File: src/rtl/exp2_calc.sv
// exp2_calc: computes 2^x for x = integer_part + fraction_part and returns it
// as an IEEE754 single. The fractional power is a third-order series of
// e^(f*ln2) evaluated with one shared 24x24 shift-add multiplier; the integer
// part goes straight into the exponent field.
//
// Handshake: start is sampled only while idle (busy=0). Once accepted the
// operands are captured and all further inputs are ignored until done, which
// pulses for exactly one cycle together with the updated result. result holds
// its value between done pulses.
module exp2_calc #(
    parameter logic [23:0] LN2 = 24'hB17218
) (
    input  logic        clk,
    input  logic        rst,
    input  logic        start,
    input  logic [7:0]  integer_part,
    input  logic [31:0] fraction_part,
    output logic [31:0] result,
    output logic        done,
    output logic        busy,
    output logic [2:0]  state_dbg
);

    typedef enum logic [2:0] {
        IDLE   = 3'd0,
        LOAD   = 3'd1,
        MUL_T  = 3'd2,
        MUL_SQ = 3'd3,
        MUL_CU = 3'd4,
        SUM    = 3'd5,
        PACK   = 3'd6,
        DONE   = 3'd7
    } state_t;

    state_t      state;
    logic [7:0]  int_q;
    logic [23:0] f_q;
    logic [23:0] t;
    logic [23:0] t2;
    logic [23:0] t3;
    logic [25:0] m_q;

    // Shared multiplier: operand registers, 48-bit accumulator, phase counter
    // (0 = operand load, 1..24 = iterations).
    logic [23:0] mul_a;
    logic [23:0] mul_b;
    logic [47:0] acc;
    logic [4:0]  mul_cnt;

    logic [23:0]       op_a;
    logic [23:0]       op_b;
    logic [24:0]       mul_sum;
    logic [47:0]       acc_next;
    logic [23:0]       t3_div6;
    logic [25:0]       m_sum;
    logic signed [9:0] e_val;
    logic [31:0]       pack_val;
    logic              unused_bits;

    assign state_dbg = state;

    // Low fraction bits are truncated away and m's top/bottom bits never
    // reach the fraction field.
    assign unused_bits = ^{fraction_part[7:0], m_q[25:24], m_q[0]};

    // Operand selection per product and one shift-add step: add the
    // multiplicand into the upper half when the current multiplier bit is
    // set, then shift right so that after 24 steps acc holds the full a*b.
    always_comb begin
        op_a = f_q;
        op_b = LN2;
        case (state)
            MUL_SQ: begin
                op_a = t;
                op_b = t;
            end
            MUL_CU: begin
                op_a = t2;
                op_b = t;
            end
            default: begin
                op_a = f_q;
                op_b = LN2;
            end
        endcase
        mul_sum  = {1'b0, acc[47:24]} + (mul_b[0] ? {1'b0, mul_a} : 25'd0);
        acc_next = {mul_sum, acc[23:1]};
    end

    // Series sum and IEEE754 packing; m is always in [2^24, 2^25) so the
    // fraction field is m[23:1] with no renormalisation.
    always_comb begin
        t3_div6 = t3 / 24'd6;
        m_sum   = 26'h100_0000 + {2'b00, t} + {3'b000, t2[23:1]} + {2'b00, t3_div6};
        e_val   = $signed({{2{int_q[7]}}, int_q}) + 10'sd127;
        if (e_val <= 10'sd0) begin
            pack_val = 32'h0000_0000;
        end else if (e_val >= 10'sd255) begin
            pack_val = 32'h7F80_0000;
        end else begin
            pack_val = {1'b0, e_val[7:0], m_q[23:1]};
        end
    end

    // Control FSM with registered outputs and the multiplier datapath.
    always_ff @(posedge clk) begin
        if (rst) begin
            state   <= IDLE;
            result  <= 32'h0000_0000;
            done    <= 1'b0;
            busy    <= 1'b0;
            int_q   <= 8'd0;
            f_q     <= 24'd0;
            t       <= 24'd0;
            t2      <= 24'd0;
            t3      <= 24'd0;
            m_q     <= 26'd0;
            mul_a   <= 24'd0;
            mul_b   <= 24'd0;
            acc     <= 48'd0;
            mul_cnt <= 5'd0;
        end else begin
            done <= 1'b0;
            case (state)
                IDLE: begin
                    if (start) begin
                        int_q <= integer_part;
                        f_q   <= fraction_part[31:8];
                        busy  <= 1'b1;
                        state <= LOAD;
                    end
                end
                LOAD: begin
                    mul_cnt <= 5'd0;
                    state   <= MUL_T;
                end
                MUL_T, MUL_SQ, MUL_CU: begin
                    if (mul_cnt == 5'd0) begin
                        mul_a   <= op_a;
                        mul_b   <= op_b;
                        acc     <= 48'd0;
                        mul_cnt <= 5'd1;
                    end else begin
                        acc   <= acc_next;
                        mul_b <= mul_b >> 1;
                        if (mul_cnt == 5'd24) begin
                            mul_cnt <= 5'd0;
                            if (state == MUL_T) begin
                                t     <= acc_next[47:24];
                                state <= MUL_SQ;
                            end else if (state == MUL_SQ) begin
                                t2    <= acc_next[47:24];
                                state <= MUL_CU;
                            end else begin
                                t3    <= acc_next[47:24];
                                state <= SUM;
                            end
                        end else begin
                            mul_cnt <= mul_cnt + 5'd1;
                        end
                    end
                end
                SUM: begin
                    m_q   <= m_sum;
                    state <= PACK;
                end
                PACK: begin
                    result <= pack_val;
                    done   <= 1'b1;
                    busy   <= 1'b0;
                    state  <= DONE;
                end
                DONE: begin
                    state <= IDLE;
                end
                default: begin
                    state <= IDLE;
                end
            endcase
        end
    end

endmodule

File: config.mk
export PLATFORM = sky130hd
export DESIGN_NAME = exp2_calc
export DESIGN_NICKNAME = d
export VERILOG_FILES = /design/src/rtl/exp2_calc.sv
export SDC_FILE = /design/constraint.sdc
export NUM_CORES = 1
export LEC_CHECK = 0
export ABC_AREA = 1
export CELL_PAD_IN_SITES_DETAIL_PLACEMENT = 0
export CELL_PAD_IN_SITES_GLOBAL_PLACEMENT = 1
export CORE_UTILIZATION = 45
export CTS_CLUSTER_DIAMETER = 50
export DETAILED_ROUTE_END_ITERATION = 12
export MAX_ROUTING_LAYER = met4
export PLACE_DENSITY = 0.8
export SYNTH_ARGS = -nofsm -noshare
export SYNTH_HDL_FRONTEND = slang
export SYNTH_SLANG_ARGS = --single-unit
File: constraint.sdc
create_clock -name clk -period 16.7 [get_ports clk]
set_input_delay 3.34 -clock clk [delete_from_list [all_inputs] [get_ports clk]]
set_output_delay 3.34 -clock clk [all_outputs]
set_load 0.1 [all_outputs]
==> flow_metrics.py, run 1 <==
metrics = {
    "global_route": {
        "grt_use_met2_pct": 39.5,
        "grt_start_max_net_pins": 83,
        "overflow": 0,
        "grt_util_met3_pct": 3.36,
        "grt-busiest-layer": "met2",
        "use_met1_pct": 32.0,
        "grt_pass1_vias": 10500,
        "antenna_found_initial": 0,
        "grt_pass1_wl_um": 55200,
        "globalRouteTotalUtil_pct": 24.3,
    },
    "critical_path": {
        "cp_slowest_stage_delay_ps": 470,
        "slowest_stage": "fa_1",
        "worst-setup-path-type": "register to register",
        "cp-end-kind": "register",
        "path_delay_family": "simple AND/OR/NAND/NOR gates",
        "cp.required_ps": 17100,
        "crit_top_cell": "nand2_1",
        "worst_ep_arrival_time_ps": 10020,
        "start_kind": "register",
        "crit_buf_inv": 12,
        "critical_path_peak_fanout": 4,
    },
    "floorplanning": {
        "coreArea_um2": 28200,
        "io_pins": 80,
        "die_width_um": 172,
        "fp.dieH_um": 172,
        "initial_utilization_pct": 46.4,
        "rows": 61,
        "die-area_um2": 29700,
    },
    "final_layout": {
        "layout.cells.non_filler": 2276,
        "n_antenna_cell": 0,
        "nFillCells": 2795,
        "syn2layout_area_growth_pct": 16.4,
        "nets": 1998,
        "drive_gt1_share_pct": 7.17,
    },
    "synthesis": {
        "synthCells": 1840,
        "synth_warnings": 0,
        "syn_nets": 1963,
        "synth_edf_count": 0,
        "yosysSeqAreaShare_pct": 36.6,
        "synthArstFlopShare_pct": 0,
        "synth_cell_types": 37,
        "ys_ff_latch": 239,
        "syn_avg_cell_area_um2": 7.10,
        "synth_area_um2": 13100,
        "ys.flop_type": "dfxtp_1",
    },
    "timing": {
        "slew_viol_final": 0,
        "fin_hold_ws_ps": 464,
        "finalHoldViolCount": 0,
        "finalCritPeriodShare_pct": 57.6,
        "setup_tns_ps": 0,
        "fin_crit_ps": 9620,
        "rsz0062_at_grt": "false",
        "relSlewSlack_pct": 20.4,
        "max_freq_ghz": 0.104,
        "worst-slew-pin-transition_ps": 1190,
        "setup_viol": 0,
        "finClkSkew_ps": 12.5,
    },
    "power": {
        "internal_power_w": 0.00122,
        "irDropWorstVdd_mv": 0.0816,
        "power_frac_clock_pct": 40.8,
        "swShare_pct": 32.8,
        "p_comb_share_pct": 21.8,
        "power_leakage_nw": 7.39,
        "seqPwrFrac_pct": 37.3,
        "powerDensity_nw_per_um2": 119,
        "p_switching_w": 0.000594,
    },
    "clock_network": {
        "cts_buffers": 35,
        "post-cts-setup-buffer-count": 0,
        "cts_sinks": 239,
        "clock_latency_ps": 510,
        "clock_path_buffers": 3,
        "ctsHoldBuffers": 0,
        "cts_tree": "built",
        "htree_levels": 2,
        "ctsRootBufferMaster": "clkbuf_16",
        "clkTransAtPathRegs_ps": 60,
        "cts-resized-gates": 0,
    },
    "route": {
        "drt-total-wl_um": 34200,
        "first_iter_violations": 742,
        "firstDrtPassIters": 5,
        "ant_nets": 0,
        "vias": 11400,
        "drc_errors": 0,
        "avgRoutedWirePerCell_um": 15.0,
        "via_per_inst": 5.02,
    },
    "run_status": {
        "outcome": "finished, final reports clean",
    },
    "job": {
        "maxCapViolations": 0,
    },
    "place": {
        "post-dp-hpwl_um": 23600,
        "dp_cells": 2216,
        "routabilityCongestion": 0.827,
        "portBuffers": 70,
    },
    "worst_hold_path": {
        "worstHoldPathType": "register to register",
    },
}
==> layout by cell type, fill, tap and decap left out, drive strengths merged, types with 8 or more instances in the layout <==
master / instances
a21oi: 275
inv: 372
clkdlybuf4s50: 69
dfxtp: 239
nand2: 263
a221oi: 12
clkinv: 10
o22ai: 24
clkbuf: 45
a31oi: 8
o21bai: 18
xnor2: 9
ha: 57
nand3: 56
fa: 23
nor3: 15
buf: 14
nor2: 103
o21ai: 213
xor2: 41
==> through the flow <==
stage                     util, %  total power, W  worst slack (ps)  area (um^2)
after floorplan                 -        0.000955              8760        13100
after CTS                    53.9         0.00182              7010        15200
final                        53.9         0.00181              7080        15200
after global routing         53.9         0.00190              5800        15200
after detailed placement     49.8         0.00108              7060        14000
after global placement       49.8         0.00107              7240        14000
==> synth_stat cells (5+ instances only) <==
library cell,number,area share (%)
a21oi_1,275,11
o21ai_0,192,7.4
xnor2_1,9,0.60
nor2_1,94,2.7
nand3_1,52,2.0
nand2_2,21,1.0
nor2_2,9,0.43
fa_1,23,3.5
o21bai_1,14,0.81
o21ai_2,11,0.74
ha_1,57,5.5
dfxtp_1,239,37
inv_2,12,0.35
clkinv_1,5,0.14
clkbuf_1,76,2.2
a221oi_1,12,0.81
buf_1,8,0.23
inv_1,359,10
a31oi_1,8,0.38
o21ai_1,10,0.38
nor3_1,15,0.58
nand2_1,242,7.0
o22ai_1,24,1.2
xor2_1,41,2.8
a211oi_1,5,0.29
==> state kept, by name (all words and copies together) (netlist names) <==
| signal | flops |
|---|---|
| t2 | 24 |
| t | 24 |
| done | 1 |
| mul_b | 24 |
| m_q | 23 |
| acc | 24 |
| mul_cnt | 5 |
| busy | 1 |
| int_q | 8 |
| t3 | 23 |
| mul_a | 24 |
| state_dbg | 3 |
| f_q | 24 |
| result | 31 |
==> worst register-to-register path: cells and delay by family (launching register included) <==
kind,cells,cell delay (ps)
simple gates,39,3940
compound gates,24,3740
buf+inv,12,740
fa+ha+maj,2,660
flops,1,330
xor+xnor,1,90
==> worst paths after layout <==
check	start	slack (ps)	endpoint	depth (start not counted)
worst min-delay path	result[7]	460	result[7]	2
worst min register to register	result[7]	460	result[7]	2
worst max-delay path	t3[23]	7080	m_q[22]	78
worst max register to register	t3[23]	7080	m_q[22]	78
==> area by class of cell <==
type	count	area [um^2]	share of cell area, %
multi-input combinational	1140	6560	43.2
clock inverter	15	199	1.31
tap	378	473	3.11
sequential	239	4780	31.5
inverter	376	1410	9.29
timing repair buffer	83	796	5.24
clock buffer	45	963	6.34
==> per-layer routing <==
| metal | vias to the layer above | share of wire, % | wire, um |
|---|---|---|---|
| li1 | 5975 | - | - |
| met5 | - | 0 | 0 |
| met1 | 5173 | 49 | 16700 |
| met3 | 47 | 3.7 | 1260 |
| met4 | 0 | 1.8 | 616 |
| met2 | 226 | 46 | 15600 |
==> power groups by stage <==
stage	Sequential [W]	Clock, W	Combinational (W)
4_1_cts	0.000676	0.000753	0.000396
3_5_place_dp	0.000687	0	0.000394
3_3_place_gp	0.000685	0	0.000389
2_1_floorplan	0.000701	0	0.000255
6_report	0.000676	0.000739	0.000395
5_1_grt	0.000683	0.000781	0.000440
==> cells by family after synthesis <==
logic type	after synthesis	share of synthesized area (%)
adders and majority gates	80	8.99
buffers and inverters	461	13.3
AOI/OAI and AO/OA	561	23.1
xor gates and xnor gates	50	3.35
other	1	0.0287
and+or+nand+nor	447	14.5
DFF	239	36.6
muxes	1	0.0767
(Power assumes the default switching activity.)
==> inputs of run 2 (changes only) <==
Settings changed: CORE_UTILIZATION 45 to 44, PLACE_DENSITY 0.8 to 0.79.
Clock period 16.7 ns to 9.7 ns, I/O delays scaled along.
==> flow_metrics.py, run 2 (synthesis gave the netlist of run 1 again) <==
metrics = {
    "run_status": {
        "outcome": "finished, final reports clean",
    },
    "critical_path": {
        "cp.required_ps": 10110,
        "cp-end-kind": "register",
        "slowest_stage": "fa_1",
        "crit_top_cell": "o21ai_2",
        "start_kind": "register",
        "worst_ep_arrival_time_ps": 9420,
        "worst-setup-path-type": "register to register",
        "critical_path_peak_fanout": 4,
        "cp_slowest_stage_delay_ps": 470,
    },
    "job": {
        "maxCapViolations": 0,
    },
    "worst_hold_path": {
        "worstHoldPathType": "register to register",
    },
    "route": {
        "firstDrtPassIters": 5,
        "first_iter_violations": 615,
        "avgRoutedWirePerCell_um": 15.1,
        "vias": 11500,
        "via_per_inst": 5.01,
        "drc_errors": 0,
        "ant_nets": 0,
        "drt-total-wl_um": 34700,
    },
    "final_layout": {
        "largest_reg_flops": 31,
        "nets": 2013,
        "finalCoreUtilization_pct": 54.4,
        "regMostFlops": "result",
        "n_antenna_cell": 0,
        "final_cell_mix": "inv_1, a21oi_1, dfxtp_1",
        "layout_commonest_cell": "inv_1",
        "drive_gt1_share_pct": 11.7,
        "syn2layout_area_growth_pct": 20.5,
    },
    "power": {
        "power_leakage_nw": 7.62,
        "powerDensity_nw_per_um2": 207,
        "irDropWorstVdd_mv": 0.116,
    },
    "floorplanning": {
        "initial_utilization_pct": 45.1,
        "die_width_um": 174,
        "die-area_um2": 30400,
        "coreArea_um2": 28900,
        "fp.dieH_um": 174,
        "rows": 62,
        "io_pins": 80,
    },
    "global_route": {
        "overflow": 0,
        "grt_pass1_vias": 10700,
        "grt_pass1_wl_um": 56000,
        "grt_start_max_net_pins": 99,
        "antenna_found_initial": 0,
        "globalRouteTotalUtil_pct": 23.5,
    },
    "timing": {
        "setup_tns_ps": 0,
        "max_freq_ghz": 0.111,
        "rsz0062_at_grt": "true",
        "setup_viol": 0,
        "worst-slew-pin-transition_ps": 1210,
        "finalHoldViolCount": 0,
        "slew_viol_final": 0,
        "finClkSkew_ps": 16.8,
        "fin_crit_ps": 9010,
        "finalCritPeriodShare_pct": 92.9,
        "relSlewSlack_pct": 19.5,
    },
    "clock_network": {
        "clkTransAtPathRegs_ps": 60,
        "cts_sinks": 239,
        "clock_latency_ps": 520,
        "clock_path_buffers": 3,
        "cts_buffers": 36,
        "ctsHoldBuffers": 0,
        "htree_levels": 2,
        "cts_tree": "built",
        "ctsRootBufferMaster": "clkbuf_16",
    },
    "place": {
        "routabilityCongestion": 0.805,
        "post-dp-hpwl_um": 23300,
        "portBuffers": 70,
    },
}
run 2: cell count changes in the layout (fill, tap and decap cells not counted), moves of 7 or more:
cell and delta:
nand2_2 +15, nor2_1 -9, o21ai_2 +12, buf_4 +14
a21oi_1 -15, nor2_2 +8, a21oi_2 +14, nand2_1 -17
o21ai_0 -7
run 2: timing repair:
item | CTS | global route
gates resized for setup | 0 | 81
setup buffers | 0 | 11
setup endpoints to repair | 0 | 11
run 2: routing by layer:
metal	global-route usage [%]	up-vias	part of all wire [%]
met1	30.4	5271	48
met3	2.97	51	3.6
met2	39.0	211	47
met4	5.30	0	1.6
met5	-	-	0
li1	-	6009	-
run 2: final timing paths:
| check | from | end | slack (ps) | cells after the start |
|---|---|---|---|---|
| worst max-delay path | t3[21] | m_q[22] | 690 | 73 |
| worst min-delay path | f_q[1] | f_q[1] | 460 | 2 |
| worst max register to register | t3[21] | m_q[22] | 690 | 73 |
| worst min register to register | f_q[1] | f_q[1] | 460 | 2 |
run 2: per-stage QoR:
stage                     hold slack, ps  cell area, um^2  setup WS, ps  total power, W  instances
final                                459            15700           689         0.00326       2302
after detailed placement             450            14100           107         0.00186       2225
after CTS                            462            15400          14.2         0.00329       2291
after floorplan                      423            13100          1760         0.00164       1840
after global placement               437            14100           241         0.00185       2225
after global routing                 477            15700          -113         0.00343       2302
run 2: final cells by class:
cell class | instances | area, um^2
clock buffers | 45 | 1010
repair buffers | 97 | 901
inverters | 376 | 1410
well taps | 384 | 480
fillers | 2786 | 13200
flip-flops and latches | 239 | 4790
clock inverters | 21 | 318
multi-input cells | 1140 | 6830
run 2: worst max-delay path: cells and delay by family (launching register included):
kind                       cells  cell delay, ps
DFF                            1             370
AOI/OAI and AO/OA             29            4130
and+or+nand+nor               30            3030
adders and majority gates      2             660
xor gates and xnor gates       1              80
buffers and inverters         11             630
run 2: power by group:
| part | internal (W) | switching [W] | total (W) |
|---|---|---|---|
| Combinational | 0.000185 | 0.000494 | 0.000679 |
| Clock | 0.000930 | 0.000494 | 0.00142 |
| Sequential | 0.00110 | 0.0000599 | 0.00116 |
| Total | 0.00222 | 0.00105 | 0.00326 |
==> inputs of run 3 (changes only) <==
Settings changed: RECOVER_POWER set to 50.
==> flow_metrics.py, run 3 (synthesis gave the netlist of run 1 again) <==
metrics = {
    "floorplanning": {
        "initial_utilization_pct": 45.1,
        "io_pins": 80,
        "die-area_um2": 30400,
        "die_width_um": 174,
        "fp.dieH_um": 174,
        "coreArea_um2": 28900,
        "rows": 62,
    },
    "power": {
        "power_frac_clock_pct": 43.7,
        "p_switching_w": 0.00104,
        "irDropWorstVdd_mv": 0.115,
        "internal_power_w": 0.00222,
        "powerDensity_nw_per_um2": 207,
        "seqPwrFrac_pct": 35.7,
        "swShare_pct": 32.0,
        "power_leakage_nw": 7.62,
        "p_comb_share_pct": 20.7,
    },
    "route": {
        "avgRoutedWirePerCell_um": 15.0,
        "via_per_inst": 5.00,
        "firstDrtPassIters": 5,
        "vias": 11500,
        "drc_errors": 0,
        "drt-total-wl_um": 34600,
        "ant_nets": 0,
        "first_iter_violations": 596,
    },
    "critical_path": {
        "cp_slowest_stage_delay_ps": 470,
        "r2r-start": "t3[21]",
        "worst-setup-path-type": "register to register",
        "rr_endpoint": "m_q[22]",
        "critical_path_peak_fanout": 4,
        "cp.required_ps": 10110,
        "slowest_stage": "fa_1",
        "start_kind": "register",
        "r2r_slack_ps": 680,
        "worst_ep_arrival_time_ps": 9430,
        "cp-end-kind": "register",
        "r2r_cells": 73,
        "crit_top_cell": "o21ai_2",
    },
    "clock_network": {
        "htree_levels": 2,
        "clock_latency_ps": 520,
        "cts_tree": "built",
        "ctsRootBufferMaster": "clkbuf_16",
        "ctsHoldBuffers": 0,
        "clock_path_buffers": 3,
        "cts_sinks": 239,
        "clkTransAtPathRegs_ps": 60,
        "cts_buffers": 36,
    },
    "place": {
        "postPlaceCellArea_um2": 14100,
        "routabilityCongestion": 0.805,
        "portBuffers": 70,
        "post-dp-hpwl_um": 23300,
    },
    "timing": {
        "setup_viol": 0,
        "finalHoldViolCount": 0,
        "setup_tns_ps": 0,
        "worst-slew-pin-transition_ps": 4910,
        "finalCritPeriodShare_pct": 93.0,
        "rsz0062_at_grt": "true",
        "slew_viol_final": 248,
        "fin_crit_ps": 9020,
        "max_freq_ghz": 0.111,
        "relSlewSlack_pct": -227,
        "finClkSkew_ps": 16.3,
    },
    "final_layout": {
        "nFillCells": 2791,
        "largest_reg_flops": 31,
        "layout_commonest_cell": "inv_1",
        "syn2layout_area_growth_pct": 20.3,
        "drive_gt1_share_pct": 11.3,
        "final_cell_mix": "inv_1, a21oi_1, dfxtp_1",
        "n_antenna_cell": 0,
        "regMostFlops": "result",
        "stdcell_area_um2": 15700,
        "nets": 2013,
    },
    "worst_hold_path": {
        "worstHoldPathType": "register to register",
        "whs_endpoint": "t3[1]",
        "min_from": "t3[1]",
        "holdPathStages": 2,
    },
    "global_route": {
        "grt_start_max_net_pins": 99,
        "antenna_found_initial": 0,
        "overflow": 0,
        "grt_pass1_vias": 10700,
        "grt_pass1_wl_um": 56000,
        "globalRouteTotalUtil_pct": 23.5,
    },
    "run_status": {
        "outcome": "complete, but fails checks",
        "violations": "capacitance limit, slew limit",
    },
    "job": {
        "maxCapViolations": 4,
    },
}
## run 3: worst max-delay path by stage
stage	cells after the start	endpoint	slack [ps]	startpoint
after global routing	71	m_q[22]	-110	t3[21]
after detailed placement	77	m_q[22]	110	t3[23]
final	73	m_q[22]	680	t3[21]
after floorplan	71	m_q[22]	1760	t3[23]
after global placement	78	m_q[22]	240	t3[22]
after CTS	75	m_q[22]	10	t3[23]
## run 3: repair_timing
action / 4_1_cts / 5_1_grt
hold endpoints to repair: 0 / 0
setup buffers: 0 / 11
setup endpoints to repair: 0 / 11
resized for setup: 0 / 81
## run 3: worst max-delay path: cells and delay by family, from the launching register on
kind	cells	cell delay, ps
DFF	1	370
xor gates and xnor gates	1	80
adders and majority gates	2	660
buffers and inverters	11	630
and+or+nand+nor	30	3030
AOI/OAI and AO/OA	29	4120
## run 3: stage by stage
stage,setup slack (ps),instances,utilization (%),hold slack [ps],total power [W]
3_5_place_dp,107,2225,48.6,450,0.00186
6_report,679,2302,54.3,459,0.00326
2_1_floorplan,1760,1840,-,423,0.00164
3_3_place_gp,241,2225,48.6,437,0.00185
5_1_grt,-113,2302,54.3,477,0.00342
4_1_cts,14.2,2291,53.2,462,0.00329
## run 3: metal layers
metal | global-route usage (%) | routed length [um] | part of all wire, %
met1 | 30.4 | 16600 | 48
met2 | 39.0 | 16100 | 47
met3 | 2.97 | 1300 | 3.7
met4 | 5.30 | 575 | 1.7
met5 | - | 0 | 0
## run 3: layout make-up
cell class	count	area, um^2	share of cell area [%]
Sequential cell	239	4790	30.5
Clock inverter	21	318	2.02
Inverter	376	1410	9.00
Clock buffer	45	1010	6.41
Tap cell	384	480	3.06
Multi-Input combinational cell	1140	6820	43.4
Timing Repair Buffer	97	886	5.64
## run 3: power by group through the flow
| stage | Combinational [W] | Sequential [W] | Clock, W |
|---|---|---|---|
| final | 0.000673 | 0.00116 | 0.00142 |
| after global routing | 0.000751 | 0.00118 | 0.00149 |
| after CTS | 0.000679 | 0.00116 | 0.00145 |
| after detailed placement | 0.000675 | 0.00118 | 0 |
| after global placement | 0.000669 | 0.00118 | 0 |
| after floorplan | 0.000438 | 0.00121 | 0 |
